===== config.mk =====
export PLATFORM = sky130hd
export DESIGN_NAME = sft_sched
export DESIGN_NICKNAME = d
export VERILOG_FILES = /design/src/rtl/sft_sched_pkg.sv /design/src/rtl/sft_rr_arb.sv /design/src/rtl/sft_sched.sv
export SDC_FILE = /design/constraint.sdc
export NUM_CORES = 1
export LEC_CHECK = 0
export CORE_MARGIN = 3
export CORE_UTILIZATION = 40
export DETAILED_ROUTE_END_ITERATION = 16
export GPL_TIMING_DRIVEN = 0
export HOLD_SLACK_MARGIN = 0.1
export PLACE_DENSITY = 0.8
export SKIP_LAST_GASP = 1
export SLEW_MARGIN = 5
export SYNTH_ARGS = -nofsm -noshare
export SYNTH_HDL_FRONTEND = slang
export SYNTH_SLANG_ARGS = --single-unit

===== constraint.sdc =====
create_clock -name CLK_I -period 4.75 [get_ports CLK_I]
set_input_delay 1.1875 -clock CLK_I [delete_from_list [all_inputs] [get_ports CLK_I]]
set_output_delay 1.1875 -clock CLK_I [all_outputs]
set_load 0.05 [all_outputs]

===== src/rtl/sft_sched_pkg.sv =====
// Shared definitions for the shift-register command scheduler.
//   state_t     : scheduler FSM states
//   cmd_t       : command codes sent to the shift driver
//   TMO_CYC_DEF : default done-wait timeout in cycles
//   pick_byte   : select byte idx (0 = least significant) from a 32-bit word
package sft_sched_pkg;

  typedef enum logic [1:0] {
    ST_IDLE  = 2'd0,
    ST_ISSUE = 2'd1,
    ST_WAIT  = 2'd2,
    ST_RESP  = 2'd3
  } state_t;

  typedef enum logic [1:0] {
    CMD_MR    = 2'b00,
    CMD_SHIFT = 2'b01,
    CMD_LATCH = 2'b10,
    CMD_OE    = 2'b11
  } cmd_t;

  localparam int unsigned TMO_CYC_DEF = 1023;

  function automatic logic [7:0] pick_byte(input logic [31:0] dat, input logic [1:0] idx);
    return dat[{idx, 3'b000} +: 8];
  endfunction

endpackage


===== src/rtl/sft_rr_arb.sv =====
// Two-way round-robin arbiter with a registered priority pointer.
//   CLK_I, RST_I : clock, asynchronous active-high reset
//   i_req        : request vector (bit n = requester n)
//   i_take       : the grant is consumed this cycle (pointer advances)
//   o_vld        : at least one request is present
//   o_idx        : index of the granted requester
module sft_rr_arb (
  input  logic       CLK_I,
  input  logic       RST_I,
  input  logic [1:0] i_req,
  input  logic       i_take,
  output logic       o_vld,
  output logic       o_idx
);

  // Requester favoured on a tie; always the one not served last.
  logic r_prio;
  logic w_idx;

  always_comb begin
    w_idx = 1'b0;
    if (i_req == 2'b11) w_idx = r_prio;
    else                w_idx = i_req[1];
  end

  assign o_vld = |i_req;
  assign o_idx = w_idx;

  always_ff @(posedge CLK_I or posedge RST_I) begin
    if (RST_I)               r_prio <= 1'b0;
    else if (i_take && o_vld) r_prio <= ~w_idx;
  end

endmodule


===== src/rtl/sft_sched.sv =====
// Scheduler that serialises requests from two clients into command
// sequences for a shift-register driver: optional master reset, shift
// bytes (MSB first), storage latch, output enable. Each command waits for
// SFT_DONE_I; a missing done aborts the sequence with ERR_O set.
//   CLK_I, RST_I         : clock, asynchronous active-high reset
//   REQx_I               : request, held until ACKx_O
//   DATx_I, CNTx_I       : payload bytes and byte count minus one
//   MRx_I, OENx_I        : master reset enable, final OE value
//   ACKx_O, ERR_O        : end-of-sequence pulse and its timeout status
//   BUSY_O               : FSM not idle
//   SFT_VLD_O/CMD/OEN/DIN: command strobe and fields to the driver
//   SFT_DONE_I           : driver completion pulse
module sft_sched
  import sft_sched_pkg::*;
#(
  parameter int unsigned TMO_CYC = TMO_CYC_DEF
) (
  input  logic        CLK_I,
  input  logic        RST_I,
  input  logic        REQ0_I,
  input  logic        REQ1_I,
  input  logic [31:0] DAT0_I,
  input  logic [31:0] DAT1_I,
  input  logic [1:0]  CNT0_I,
  input  logic [1:0]  CNT1_I,
  input  logic        MR0_I,
  input  logic        MR1_I,
  input  logic        OEN0_I,
  input  logic        OEN1_I,
  output logic        ACK0_O,
  output logic        ACK1_O,
  output logic        ERR_O,
  output logic        BUSY_O,
  output logic        SFT_VLD_O,
  output logic [1:0]  SFT_CMD_O,
  output logic        SFT_OEN_O,
  output logic [7:0]  SFT_DIN_O,
  input  logic        SFT_DONE_I
);

  localparam int unsigned CW = $clog2(TMO_CYC + 1);

  state_t        r_state;
  cmd_t          r_cur;
  logic          r_busy;
  logic          r_vld;
  logic [1:0]    r_cmd;
  logic [7:0]    r_din;
  logic          r_oen;
  logic          r_ack0;
  logic          r_ack1;
  logic          r_err;
  logic          r_abort;
  logic          r_gidx;
  logic [31:0]   r_dat;
  logic [1:0]    r_bidx;
  logic [CW-1:0] r_wcnt;

  logic w_gnt_vld;
  logic w_gnt_idx;

  sft_rr_arb u_arb (
    .CLK_I  (CLK_I),
    .RST_I  (RST_I),
    .i_req  ({REQ1_I, REQ0_I}),
    .i_take (r_state == ST_IDLE),
    .o_vld  (w_gnt_vld),
    .o_idx  (w_gnt_idx)
  );

  always_ff @(posedge CLK_I or posedge RST_I) begin
    if (RST_I) begin
      r_state <= ST_IDLE;
      r_cur   <= CMD_MR;
      r_busy  <= 1'b0;
      r_vld   <= 1'b0;
      r_cmd   <= '0;
      r_din   <= '0;
      r_oen   <= 1'b0;
      r_ack0  <= 1'b0;
      r_ack1  <= 1'b0;
      r_err   <= 1'b0;
      r_abort <= 1'b0;
      r_gidx  <= 1'b0;
      r_dat   <= '0;
      r_bidx  <= '0;
      r_wcnt  <= '0;
    end else begin
      r_vld  <= 1'b0;
      r_ack0 <= 1'b0;
      r_ack1 <= 1'b0;
      r_err  <= 1'b0;
      case (r_state)
        ST_IDLE: begin
          if (w_gnt_vld) begin
            r_gidx  <= w_gnt_idx;
            r_dat   <= w_gnt_idx ? DAT1_I : DAT0_I;
            r_bidx  <= w_gnt_idx ? CNT1_I : CNT0_I;
            r_oen   <= w_gnt_idx ? OEN1_I : OEN0_I;
            // MR is consumed here by choosing the first command.
            r_cur   <= (w_gnt_idx ? MR1_I : MR0_I) ? CMD_MR : CMD_SHIFT;
            r_abort <= 1'b0;
            r_busy  <= 1'b1;
            r_state <= ST_ISSUE;
          end
        end
        ST_ISSUE: begin
          r_vld   <= 1'b1;
          r_cmd   <= r_cur;
          r_din   <= (r_cur == CMD_SHIFT) ? pick_byte(r_dat, r_bidx) : '0;
          r_wcnt  <= '0;
          r_state <= ST_WAIT;
        end
        ST_WAIT: begin
          // Done is checked before the timeout so a done in the final
          // allowed cycle (count TMO_CYC-1, the TMO_CYC-th) still succeeds.
          if (SFT_DONE_I) begin
            case (r_cur)
              CMD_MR: begin
                r_cur   <= CMD_SHIFT;
                r_state <= ST_ISSUE;
              end
              CMD_SHIFT: begin
                if (r_bidx == 2'd0) r_cur  <= CMD_LATCH;
                else                r_bidx <= r_bidx - 2'd1;
                r_state <= ST_ISSUE;
              end
              CMD_LATCH: begin
                r_cur   <= CMD_OE;
                r_state <= ST_ISSUE;
              end
              default: r_state <= ST_RESP;
            endcase
          end else if (r_wcnt == CW'(TMO_CYC - 1)) begin
            r_abort <= 1'b1;
            r_state <= ST_RESP;
          end else begin
            r_wcnt <= r_wcnt + 1'b1;
          end
        end
        default: begin
          r_ack0  <= ~r_gidx;
          r_ack1  <= r_gidx;
          r_err   <= r_abort;
          r_busy  <= 1'b0;
          r_state <= ST_IDLE;
        end
      endcase
    end
  end

  assign ACK0_O    = r_ack0;
  assign ACK1_O    = r_ack1;
  assign ERR_O     = r_err;
  assign BUSY_O    = r_busy;
  assign SFT_VLD_O = r_vld;
  assign SFT_CMD_O = r_cmd;
  assign SFT_OEN_O = r_oen;
  assign SFT_DIN_O = r_din;

endmodule


==> flow_summary.toml, run 1 <==
[critical_path]
r2r_setup_slack_ps = 2440
crit_arrival_ps = 3150
worstSetupStartpointType = "input port"
path_max_fanout = 10
crit_required_ps = 5030
cp-end-kind = "flop"
crit_type = "input port to flop"

[die]
die_w_um = 98.7
start_util = 0.416
fp.dieH_um = 98.7
coreArea_sq_um = 8260
io_pins = 93
row_count = 33
dieArea_sq_um = 9730

[grt]
grt_usage = 0.190
grt_max_degree = 68
grt_overflow = 0
grt_antenna_before_repair = 0
grt_pass1_wl_mm = 14.7
grt_pass1_vias = 3037

[logic_synthesis]
synthCells = 349
yosysTopAreaCell = "dfrtp_1"
synth-seq-cells = 67
synth_area_per_cell_sq_um = 9.84
synth-seq-area-share = 0.488
synth_nets = 437
synth.area.top_cells = "dfrtp_1 (49%), nand2_1 (8.9%), a22oi_1 (7.0%)"
synth.area.mux_share = 0.0678
synth-edff-count = 0
synth.top_cell.area_share = 0.488
synth_area_sq_um = 3430
synth_top_family_by_area = "simple AND/OR/NAND/NOR gates"
synth_ff_type = "dfrtp_1"
synth_warnings = 0
async_reset_ff_frac = 1.00
synth_cell_types = 51
synthSimpleGateAreaFrac = 0.191
synth_xor_area_frac = 0.00510
synth_compound_gate_area_share = 0.164
synth_fa_ha_area_frac = 0.0401

[sta]
finalCritPeriodShare = 0.604
finClkSkew_ps = 11.2
finalCriticalPeriod_ps = 2870
fmax_ghz = 0.348
slew_violations = 0
worst_pin_slew_ps = 798
rsz0062_at_grt = "false"
hold_viol_final = 0
finalSetupTns_ps = 0
final-setup-viol-count = 0
relSlewSlack = 0.468

[cells_and_area]
stdcell_count = 560
final_cell_mix = "clkdlybuf4s50_1 (90), nand2_1 (81), dfrtp_1 (67), a22oi_1 (32), inv_1 (19)"
final_nets = 538
drive_gt1_frac = 0.0813
final_common_cell = "clkdlybuf4s50_1"
area_growth_syn_to_layout_pct = 38.1
diodes = 0

[outcome]
outcome = "complete, no violations"

[cts]
clkSlewWorstSetupHoldPaths_ps = 80
clockBufferDepth = 2
cts_resized = 0
ctsHoldBuffers = 0
cts_tree = "built"
htreeDepth = 3
postCtsSetupBuffers = 0
clock_latency_ps = 340
clock-sinks = 67
clockRootBuffer = "clkbuf_8"
numCtsBuffers = 9

[drt]
viasPerCell = 5.40
vias = 3023
routed_wl_mm = 9.01
drtPass1Iterations = 5
first_iter_violations = 202
final_antenna_net_count = 0
wl_per_cell_um = 16.1
drc = 0

[placement]
dp.final_hpwl_mm = 6.93
place_congestion = 0.880
dp_cells = 544
io_buffers = 90

[power_and_ir_drop]
peakVddDrop_v = 0.000293
power.density_nw_per_um2 = 606
p_leak_nw = 2.10
p_total_w = 0.00288

[flow_run]
maxCapViolations = 0

[worst_hold_path]
min_path_type = "flop to flop"
==> per-layer routing <==
metal,track usage,wire (um)
met4,0.0830,284
met2,0.298,4310
met3,0.0347,430
met1,0.258,3990
met5,0,0
==> metrics by stage <==
step                      utilization  instance area [sq um]  setup WS (ps)  hold WS, ps
after CTS                       0.574                   4740           1920          480
after global routing            0.574                   4740           1750          484
after floorplan                     -                   3430           1880          418
after global placement          0.541                   4470            758          470
after detailed placement        0.541                   4470           1570          465
final                           0.574                   4740           1880          476
==> worst max-delay path, stage by stage <==
cell and delay [ps]:
clkdlybuf4s50_1 490, o21ai_0 270, clkbuf_1 430, clkbuf_1 480
a22oi_1 180, nand2_1 100
==> synthesized netlist by cell type (all sizes together), types with 3 or more instances <==
cell    number
ha          11
clkbuf      16
and3         4
a22oi       32
nor3         7
inv         20
and2         3
buf          3
o21ai       18
mux4         8
a221o        3
nor2b        4
o211ai       3
nand3       16
nor2        10
a21oi        5
a21o         3
nand2       81
mux2i        3
dfrtp       67
nand2b       3
==> cells by family after synthesis <==
group                    after synthesis
AND/OR/NAND/NOR                      140
XOR/XNOR                               2
AO/OA/AOI/OAI                         77
flip-flops                            67
multiplexers                          13
buffers and inverters                 39
adder cells (fa/ha/maj)               11
==> report_power, final <==
group | switching (W) | leakage, nW | internal, W | total [W]
Combinational | 0.000737 | 1.11 | 0.000544 | 0.00128
Clock | 0.000224 | 0.133 | 0.000417 | 0.000641
Sequential | 0.000155 | 0.847 | 0.000799 | 0.000954
Total | 0.00112 | 2.10 | 0.00176 | 0.00288
==> worst paths after layout <==
| check | from | to | depth (start not counted) |
|---|---|---|---|
| max reg2reg | r_state[0] | r_dat[3] | 7 |
| min in group asynchronous | RST_I | SFT_DIN_O[2] | 2 |
| max | REQ0_I | r_dat[3] | 6 |
| min | r_gidx | ACK0_O | 1 |
| min reg2reg | r_gidx | ACK0_O | 1 |
| max in group asynchronous | RST_I | r_gidx | 2 |
==> sequential cells by signal, indices dropped and copies added (netlist names), 2 cells and up <==
| name | cells |
|---|---|
| r_dat | 32 |
| r_wcnt | 10 |
| SFT_DIN_O | 8 |
| SFT_CMD_O | 2 |
| r_bidx | 2 |
| r_cur | 2 |
| r_state | 2 |
==> layout make-up <==
cell class / instances / area, sq um
Fill cell: 687 / 3510
Sequential cell: 67 / 1680
Multi-Input combinational cell: 243 / 1610
Timing Repair Buffer: 90 / 901
Clock buffer: 10 / 138
Clock inverter: 6 / 136
Tap cell: 105 / 131
Buffer: 19 / 77.6
Inverter: 20 / 77.6
No activity file was read; power rests on OpenSTA's default activity.
==> run 2, diff against run 1 <==
PLACE_DENSITY = 0.83   (was 0.8)
clock period = 2.6 ns   (was 4.75 ns; I/O delays follow)
==> flow_summary.toml, run 2 (synthesis results as in run 1) <==
[critical_path]
worstSetupStartpointType = "input port"
path_max_fanout = 10
crit_type = "input port to flop"
crit_required_ps = 2900
cp-end-kind = "flop"
crit_arrival_ps = 2630

[placement]
dp_cells = 544
pre_cts_slack_ps = -79.5
dp.final_hpwl_mm = 6.97
place_congestion = 0.870
placed_area_sq_um = 4470
io_buffers = 90

[sta]
finClkSkew_ps = 8.50
fmax_ghz = 0.428
slew_violations = 0
finalSetupTns_ps = 0
finalCritPeriodShare = 0.898
finalCriticalPeriod_ps = 2330
worst_pin_slew_ps = 808
hold_viol_final = 0
relSlewSlack = 0.461
rsz0062_at_grt = "false"
final-setup-viol-count = 0
fin_ws_ps = 265

[cells_and_area]
final_nets = 538
final_common_cell = "clkdlybuf4s50_1"
final_cell_mix = "clkdlybuf4s50_1 (90), nand2_1 (81), dfrtp_1 (67), a22oi_1 (32), inv_1 (19)"
finish.instance_area_sq_um = 4690
largest_register_ffs = 32
stdcell_count = 560
largest-register = "r_dat"
drive_gt1_frac = 0.0813
area_growth_syn_to_layout_pct = 36.5
diodes = 0

[cts]
clock-sinks = 67
clockRootBuffer = "clkbuf_8"
clock_latency_ps = 360
clockBufferDepth = 2
htreeDepth = 3
numCtsBuffers = 9
cts_tree = "built"
clkSlewWorstSetupHoldPaths_ps = 70

[power_and_ir_drop]
p_leak_nw = 2.07
power.density_nw_per_um2 = 1090
peakVddDrop_v = 0.000558

[drt]
wl_per_cell_um = 16.8
drtPass1Iterations = 4
routed_wl_mm = 9.43
first_iter_violations = 243
final_antenna_net_count = 0
drc = 0
vias = 3067
viasPerCell = 5.48

[grt]
grt_use_met1 = 0.268
grt_overflow = 0
grt_antenna_before_repair = 0
grt_pass1_wl_mm = 15.6
grt_usage = 0.204
use_met3 = 0.0517
grt_pass1_vias = 3190
busiest_layer = "met2"
grt_max_degree = 68
grtUsageMet2 = 0.314

[worst_hold_path]
min_path_type = "flop to flop"

[die]
fp.dieH_um = 98.7
die_w_um = 98.7
io_pins = 93
coreArea_sq_um = 8260
start_util = 0.416
row_count = 33
dieArea_sq_um = 9730

[outcome]
outcome = "complete, no violations"

[flow_run]
maxCapViolations = 0
[run 2: changes by cell type in the layout (fill, tap and decap cells not counted), sizes merged]
cell / change
bufinv: -2
clkinvlp: +1
inv: +1
[run 2: per-stage QoR]
| step | hold slack [ps] | utilization | power [W] |
|---|---|---|---|
| final | 484 | 0.568 | 0.00509 |
| after global routing | 496 | 0.568 | 0.00544 |
| after CTS | 486 | 0.567 | 0.00509 |
| after detailed placement | 470 | 0.541 | 0.00412 |
| after global placement | 469 | 0.541 | 0.00399 |
| after floorplan | 418 | - | 0.00334 |
[run 2: repair_timing]
action	4_1_cts	5_1_grt
hold buffers	0	0
buffers inserted	0	0
gates resized for setup	0	2
setup endpoints to repair	0	1
[run 2: layout make-up]
type	count	area [sq um]
Fill cell	712	3570
Tap cell	105	131
Sequential cell	67	1680
Multi-Input combinational cell	243	1610
Inverter	20	77.6
Clock buffer	10	128
Clock inverter	6	88.8
Timing Repair Buffer	90	901
Buffer	19	78.8
[run 2: routing by layer]
layer  routed length (um)  vias to the layer above
met5                    0                        -
li1                     -                     1447
met1                 3940                     1462
met3                  737                       31
met4                  367                        0
met2                 4390                      127
[run 2: power by group]
group / switching [W] / leakage (nW) / internal, W
registers: 0.000299 / 0.847 / 0.00146
clock network: 0.000417 / 0.103 / 0.000541
logic: 0.00138 / 1.12 / 0.000994
[run 2: path summary, 6_finish.rpt]
path,startpoint,to,slack [ps],depth (start not counted)
min,r_gidx,ACK0_O,480,1
min reg2reg,r_gidx,ACK0_O,480,1
max,REQ0_I,r_dat[3],270,6
max reg2reg,r_state[0],r_dat[3],280,7
max in group asynchronous,RST_I,u_arb.r_prio,1260,2
min in group asynchronous,RST_I,SFT_DIN_O[4],820,2
[run 2: critical path: stages]
cell,delay (ps)
clkdlybuf4s50_1,500
o21ai_0,240
clkbuf_1,440
clkbuf_1,510
a22oi_1,190
nand2_1,100
==> run 3, diff against run 2 <==
CORE_UTILIZATION = 44   (was 40)
PLACE_DENSITY = 0.89   (was 0.83)
SLEW_MARGIN = 25   (was 5)
==> flow_summary.toml, run 3 (synthesis results as in run 1) <==
[cts]
numCtsBuffers = 9
clockBufferDepth = 2
postCtsSetupBuffers = 0
clock-sinks = 67
cts_tree = "built"
ctsHoldBuffers = 0
clockRootBuffer = "clkbuf_8"
cts_resized = 0
clkSlewWorstSetupHoldPaths_ps = 70
clock_latency_ps = 350
htreeDepth = 3

[placement]
io_buffers = 90
placed_area_sq_um = 4490
dp.final_hpwl_mm = 7.14
dp_cells = 539
place_congestion = 0.836

[critical_path]
worstReg2RegEnd = "r_dat[15]"
crit_arrival_ps = 2600
path_depth = 7
crit_required_ps = 2880
cp_top_family = "buffers and inverters"
r2r_start = "r_state[0]"
worst-path-buf-inv = 3
worstSetupStartpointType = "flop"
timing.critical_path.mode_cell = "inv_1"
worstRegToRegCells = 7
path_max_fanout = 10
crit_slowest_cell = "nor3_1"
crit_type = "flop to flop"
max_stage_delay_ps = 500
worstSetupStartpoint = "r_state[0]"
crit_path_cell_trace = "inv_1, ha_1, inv_1, nor3_1, clkbuf_1, a22oi_1, nand2_1"
cp-end-kind = "flop"
crit_end = "r_dat[15]"
r2r_setup_slack_ps = 280

[drt]
final_antenna_net_count = 0
vias = 3117
first_iter_violations = 260
viasPerCell = 5.62
drtPass1Iterations = 5
routed_wl_mm = 9.53
drc = 0
wl_per_cell_um = 17.2

[die]
dieArea_sq_um = 8900
start_util = 0.464
fp.dieH_um = 94.4
die_w_um = 94.4
io_pins = 93
row_count = 31
coreArea_sq_um = 7410

[sta]
worst_pin_slew_ps = 598
relSlewSlack = 0.601
fmax_ghz = 0.431
rsz0062_at_grt = "false"
final-setup-viol-count = 0
finalCriticalPeriod_ps = 2320
finClkSkew_ps = 9.55
finalCritPeriodShare = 0.893
hold_viol_final = 0
slew_violations = 0
finalSetupTns_ps = 0

[power_and_ir_drop]
power.density_nw_per_um2 = 1050
p_total_w = 0.00488
intPower_w = 0.00280
combPwrFrac = 0.491
p_clk_frac = 0.152
p_leak_nw = 2.06
seqPwrFrac = 0.357
peakVddDrop_v = 0.000627
swShare = 0.426
power.switching_w = 0.00208

[grt]
busiest_layer = "met2"
grt_pass1_wl_mm = 15.3
grtUsageMet2 = 0.357
grt_max_degree = 53
grt_use_met1 = 0.296
use_met3 = 0.0462
grt_usage = 0.222
grt_antenna_before_repair = 0
grt_overflow = 0
grt_pass1_vias = 3066

[cells_and_area]
final_common_cell = "clkdlybuf4s50_1"
final_cell_mix = "clkdlybuf4s50_1 (90), nand2_1 (81), dfrtp_1 (67), a22oi_1 (32), inv_1 (19)"
diodes = 0
num-fill-cells = 568
stdcell_count = 555
final_nets = 539
drive_gt1_frac = 0.0811
finish.instance_area_sq_um = 4650
largest_register_ffs = 32
largest-register = "r_dat"
area_growth_syn_to_layout_pct = 35.4

[worst_hold_path]
min_path_type = "flop to flop"
worst_hold_startpoint = "r_gidx"

[flow_run]
maxCapViolations = 0

[outcome]
outcome = "complete, no violations"
[run 3: power groups by stage]
stage / clock (W) / sequential (W) / combinational (W)
final: 0.000740 / 0.00174 / 0.00239
after global routing: 0.000792 / 0.00179 / 0.00262
after CTS: 0.000751 / 0.00173 / 0.00239
after detailed placement: 0 / 0.00175 / 0.00238
after global placement: 0 / 0.00172 / 0.00225
after floorplan: 0 / 0.00195 / 0.00140
[run 3: metrics by stage]
stage | setup WS [ps] | utilization | hold slack (ps)
3_3_place_gp | -801 | 0.602 | 472
3_5_place_dp | -35.0 | 0.606 | 465
5_1_grt | 23.0 | 0.628 | 488
4_1_cts | 309 | 0.628 | 478
6_report | 278 | 0.628 | 475
2_1_floorplan | 267 | - | 418
[run 3: area by class of cell]
| type | instances | area, sq um | area share |
|---|---|---|---|
| flip-flops and latches | 67 | 1680 | 0.361 |
| inverters | 20 | 77.6 | 0.0167 |
| clock buffers | 10 | 128 | 0.0274 |
| multi-input cells | 243 | 1610 | 0.345 |
| well taps | 99 | 124 | 0.0266 |
| repair buffers | 91 | 928 | 0.200 |
| plain buffers | 19 | 77.6 | 0.0167 |
| clock inverters | 6 | 32.5 | 0.00700 |
[run 3: worst min-delay path by stage]
stage / to / slack (ps) / depth (start not counted)
3_3_place_gp: ACK0_O / 470 / 1
5_1_grt: ACK0_O / 490 / 1
2_1_floorplan: ACK0_O / 420 / 1
6_report: ACK0_O / 480 / 1
4_1_cts: ACK0_O / 480 / 1
3_5_place_dp: ACK0_O / 460 / 1
[run 3: worst register-to-register path, stage by stage, from the launching register on]
cell and delay, ps:
dfrtp_1 450, inv_1 140, ha_1 300, inv_1 100
nor3_1 500, clkbuf_1 490, a22oi_1 170, nand2_1 110
[run 3: metal layers]
| metal | vias to the layer above | wire [um] | share of wire |
|---|---|---|---|
| li1 | 1449 | - | - |
| met1 | 1503 | 3980 | 0.42 |
| met2 | 138 | 4700 | 0.49 |
| met3 | 27 | 588 | 0.062 |
| met4 | 0 | 257 | 0.027 |
| met5 | - | 0 | 0 |
